$ cat config.mk
export PLATFORM = sky130hd
export DESIGN_NAME = _demux_buf
export DESIGN_NICKNAME = d
export VERILOG_FILES = /design/src/rtl/macros.sv /design/src/rtl/_demux_slot.sv /design/src/rtl/_demux_buf.sv
export SDC_FILE = /design/constraint.sdc
export NUM_CORES = 1
export LEC_CHECK = 0
export CAP_MARGIN = 5
export CELL_PAD_IN_SITES_DETAIL_PLACEMENT = 1
export CELL_PAD_IN_SITES_GLOBAL_PLACEMENT = 1
export CORE_MARGIN = 1
export CORE_UTILIZATION = 25
export DETAILED_ROUTE_END_ITERATION = 6
export GPL_TIMING_DRIVEN = 0
export PLACE_DENSITY = 0.7
export SLEW_MARGIN = 20
export SYNTH_ARGS = -nofsm -noshare
export SYNTH_HDL_FRONTEND = slang
export SYNTH_SLANG_ARGS = --single-unit
$ cat constraint.sdc
create_clock -name clk -period 1.26 [get_ports clk]
set_clock_uncertainty 0.05 [all_clocks]
set_input_delay 0.189 -clock clk [delete_from_list [all_inputs] [get_ports clk]]
set_output_delay 0.189 -clock clk [all_outputs]
set_load 0.01 [all_outputs]
$ cat src/rtl/macros.sv
// Shared helper functions used by datapath blocks for parameter derivation.
package macros;

  // Ceiling log2, never below 1 so a 2-lane select still gets one bit.
  function automatic int log_2(input int n);
    int r;
    r = 0;
    for (int i = 0; i < 31; i++) begin
      if ((1 << r) < n) r = r + 1;
    end
    return (r == 0) ? 1 : r;
  endfunction

endpackage

$ cat src/rtl/_demux_slot.sv
// One-entry holding register for a single demux output lane.
module _demux_slot #(
  parameter int WIDTH = 32
) (
  input  logic             clk,
  input  logic             rst_n,
  input  logic             load,
  input  logic [WIDTH-1:0] data,
  input  logic             drain_ready,
  output logic [WIDTH-1:0] q,
  output logic             valid,
  output logic             ready
);

  assign ready = !valid | drain_ready;

  // A reload wins over a drain so a lane with an always-ready consumer streams at full rate.
  always_ff @(posedge clk) begin
    if (!rst_n) begin
      valid <= 1'b0;
      q     <= '0;
    end else if (load) begin
      valid <= 1'b1;
      q     <= data;
    end else if (valid && drain_ready) begin
      valid <= 1'b0;
    end
  end

endmodule

$ cat src/rtl/_demux_buf.sv
// Registered valid/ready demultiplexer: steers one input stream to one of N_OUT held lanes.
module _demux_buf #(
  parameter int N_OUT = 2,
  parameter int WIDTH = 32,
  parameter int SEL_W = macros::log_2(N_OUT)
) (
  input  logic                        clk,
  input  logic                        rst_n,
  input  logic [SEL_W-1:0]            sel,
  input  logic [WIDTH-1:0]            in,
  input  logic                        in_valid,
  output logic                        in_ready,
  output logic [N_OUT-1:0][WIDTH-1:0] out,
  output logic [N_OUT-1:0]            out_valid,
  input  logic [N_OUT-1:0]            out_ready,
  output logic                        err_sel,
  output logic [7:0]                  err_cnt
);

  logic [N_OUT-1:0] slot_ready;
  logic [N_OUT-1:0] load;
  logic             illegal;
  logic             lane_ready;

  // Illegal selects are always accepted and dropped so the producer never stalls on them.
  always_comb begin
    illegal    = (int'(sel) >= N_OUT);
    lane_ready = 1'b0;
    load       = '0;
    for (int i = 0; i < N_OUT; i++) begin
      if (sel == SEL_W'(i)) lane_ready = slot_ready[i];
    end
    in_ready = rst_n & (illegal | lane_ready);
    for (int i = 0; i < N_OUT; i++) begin
      load[i] = in_valid & in_ready & (sel == SEL_W'(i));
    end
  end

  for (genvar g = 0; g < N_OUT; g++) begin : g_slot
    _demux_slot #(.WIDTH(WIDTH)) u_slot (
      .clk         (clk),
      .rst_n       (rst_n),
      .load        (load[g]),
      .data        (in),
      .drain_ready (out_ready[g]),
      .q           (out[g]),
      .valid       (out_valid[g]),
      .ready       (slot_ready[g])
    );
  end

  always_ff @(posedge clk) begin
    if (!rst_n) begin
      err_sel <= 1'b0;
      err_cnt <= 8'd0;
    end else begin
      err_sel <= in_valid & illegal;
      if (in_valid && illegal && err_cnt != 8'hFF) err_cnt <= err_cnt + 8'd1;
    end
  end

endmodule

==> flow_metrics.env <==
export IMPL_outcome="finished, violations left"
export IMPL_violations="setup timing"
export IMPL_drc=0
export IMPL_antenna_found_initial=0
export IMPL_grt_pass1_wl_mm=13.0
export IMPL_clock_path_buffers=2
export IMPL_syn_mean_instance_area_sq_um=9.10
export IMPL_synth_simple_area_share_pct=16.8
export IMPL_slew_headroom_pct=65.1
export IMPL_synth_cell_area_sq_um=2770
export IMPL_track_usage_pct=14.9
export IMPL_wl_mm=8.50
export IMPL_cts_sinks=66
export IMPL_whs_ns=0.278
export IMPL_netlist_instances=304
export IMPL_grt_max_degree=11
export IMPL_synth_adder_area_share_pct=0
export IMPL_required_ns=1.02
export IMPL_place_inst=555
export IMPL_grt_overflow=0
export IMPL_die_width_microns=107
export IMPL_wire_per_inst_microns=14.5
export IMPL_period_share_pct=119
export IMPL_period_needed_ns=1.50
export IMPL_drive_above_1_share_pct=24.9
export IMPL_cts_root_buf="clkbuf_8"
export IMPL_instances_no_fill=585
export IMPL_start_kind="flip-flop"
export IMPL_ys_ff_latch=66
export IMPL_hpwl_mm=5.99
export IMPL_row_count=38
export IMPL_ys_seq_area_share_pct=47.7
export IMPL_leakagePower_nw=2.13
export IMPL_insertion_delay_ns=0.33
export IMPL_postRouteAntennaNets=0
export IMPL_synth_compound_gate_area_share_pct=10.7
export IMPL_max_clock_freq_ghz=0.669
export IMPL_syn2layout_area_growth_pct=63.6
export IMPL_critical_path_endpoint_type="output port"
export IMPL_core_sq_um=10800
export IMPL_cts_tree="yes"
export IMPL_synth_mux_area_share_pct=11.6
export IMPL_nets=479
export IMPL_drv_cap=0
export IMPL_dr_pass1_iters=4
export IMPL_fin_util_pct=42.0
export IMPL_powerDensity_nw_per_um2=1060
export IMPL_worstSetupPathType="flip-flop to output port"
export IMPL_hold_class="input port to flip-flop"
export IMPL_vias=2451
export IMPL_tightest_slew_ns=0.524
export IMPL_pre_cts_ws_ns=-0.748
export IMPL_cts_made_buffers=9
export IMPL_yosysWarnings=0
export IMPL_arrival_ns=1.26
export IMPL_setup_viol=34
export IMPL_synth_top_family_by_area="simple AND/OR/NAND/NOR gates"
export IMPL_chipHeight_microns=107
export IMPL_drv_slew=0
export IMPL_first_iter_violations=72
export IMPL_htreeDepth=3
export IMPL_setup_slack_ns=-0.236
export IMPL_first_global_vias=2520
export IMPL_drt_vias_per_instance=4.19
export IMPL_num_antenna_cells=0
export IMPL_synth_xor_area_share_pct=0
export IMPL_start_util_pct=25.6
export IMPL_synthDistinctLibCells=23
export IMPL_rsz0062_at_grt="yes"
export IMPL_cts_clk_slew_worst_paths_ns=0.07
export IMPL_ir_worst_vdd_mv=0.530
export IMPL_port_buffers=103
export IMPL_io_pins=114
export IMPL_place_congestion=0.708
export IMPL_p_total_mw=4.79
export IMPL_design_die_area_sq_um=11500
export IMPL_path_max_fanout=2
export IMPL_hold_violations=0
[where the power goes]
group | total (mW) | leakage [nW] | internal [mW] | switching, mW
clock network | 1.73 | 0.0962 | 0.953 | 0.778
logic | 0.796 | 1.49 | 0.425 | 0.372
registers | 2.26 | 0.542 | 2.20 | 0.0585
[per-stage QoR]
| step | TNS, ns | instance area (sq um) |
|---|---|---|
| finish | -2.14 | 4530 |
| global placement | -31.11 | 4010 |
| detailed placement | -33.15 | 4010 |
| global route | -5.40 | 4530 |
| CTS | -4.42 | 4290 |
| floorplan | -0.592 | 2810 |
[cell type report]
| type | instances | area [sq um] |
|---|---|---|
| Fill cell | 1246 | 6260 |
| Sequential cell | 66 | 1320 |
| Multi-Input combinational cell | 181 | 1210 |
| Timing Repair Buffer | 119 | 1200 |
| Buffer | 32 | 310 |
| Tap cell | 140 | 175 |
| Clock buffer | 12 | 145 |
| Inverter | 32 | 120 |
| Clock inverter | 3 | 40.0 |
[Yosys cell counts]
cell | n | area (sq um)
buf_6 | 5 | 56.3
nand2_2 | 1 | 6.26
o21a_1 | 1 | 7.51
clkbuf_1 | 9 | 33.8
conb_1 | 1 | 3.75
or2_0 | 1 | 6.26
buf_8 | 3 | 45.0
o21ai_2 | 30 | 263
buf_4 | 11 | 82.6
mux2i_1 | 32 | 320
and3_1 | 1 | 6.26
nand2b_1 | 1 | 6.26
a21boi_0 | 1 | 7.51
nand2_1 | 66 | 248
nor3_4 | 1 | 16.3
dfxtp_1 | 66 | 1320
nor2b_1 | 1 | 6.26
o21ai_1 | 2 | 10.0
inv_1 | 32 | 120
buf_2 | 5 | 25.0
a21boi_1 | 1 | 7.51
nand3_1 | 32 | 160
and2_4 | 1 | 8.76
[critical path: stages, from the launching register on]
cell,delay [ns]
dfxtp_2,0.32
nor2b_4,0.13
or2_0,0.19
a21boi_1,0.12
buf_2,0.16
[routing by layer]
layer  GRT usage [%]  share of wire, %  vias up
met5               0                 0        -
li1                -                 -     1224
met1            18.0                45     1149
met4            6.26               1.5        0
met2            25.1                48       69
met3            3.65               5.8        9
[final timing paths]
kind,slack (ns),start,to,cells past startpoint
setup / recovery,-0.24,g_slot[0].u_slot.valid,in_ready,4
setup reg to reg,-0.14,g_slot[0].u_slot.valid,g_slot[0].u_slot.q[8],7
hold reg to reg,0.40,g_slot[0].u_slot.q[4],g_slot[0].u_slot.q[4],2
hold / removal,0.28,rst_n,g_slot[1].u_slot.q[31],4
[timing repair]
| item | in CTS | in global routing |
|---|---|---|
| pin swaps | 1 | 2 |
| resized for setup | 95 | 37 |
| hold buffers | 0 | 0 |
| setup buffers | 6 | 5 |
| setup endpoints to repair | 131 | 65 |
| cloned | 2 | 4 |
[cells by family (layout without fill, tap and decap cells)]
kind of cell           count (synthesis)  in the layout
other                                  1              9
buffers and inverters                 65            198
AND/OR/NAND/NOR                      105            105
AO/OA/AOI/OAI                         35             35
flip-flops                            66             66
multiplexers                          32             32
[sequential cells by signal, summed over array words and instances, names as in the netlist]
name / count
g_slot.u_slot.q: 64
g_slot.u_slot.valid: 2
[placed cells by master (no fill, tap or decap)]
master and n:
nand2_1 66, dfxtp_1 64, dlygate4sd2_1 63, clkdlybuf4s50_1 33
inv_1 32, mux2i_1 32, o21ai_2 30, nand3_1 17
nand3_2 15, buf_4 15, buf_12 10, clkbuf_8 10
conb_1 9, buf_6 8, clkbuf_1 8, buf_2 7
clkbuf_16 4, a21boi_1 2, o21ai_1 2, clkinv_2 2
dfxtp_2 2, dlymetal6s2s_1 2, clkdlybuf4s15_1 2, nand2b_4 1
nor2b_4 1, or2_0 1, nand2_2 1, nor3_4 1
and3_4 1, and2_4 1, o21a_1 1, bufinv_16 1
buf_16 1
Note: power is estimated with default switching activity, not from simulation.
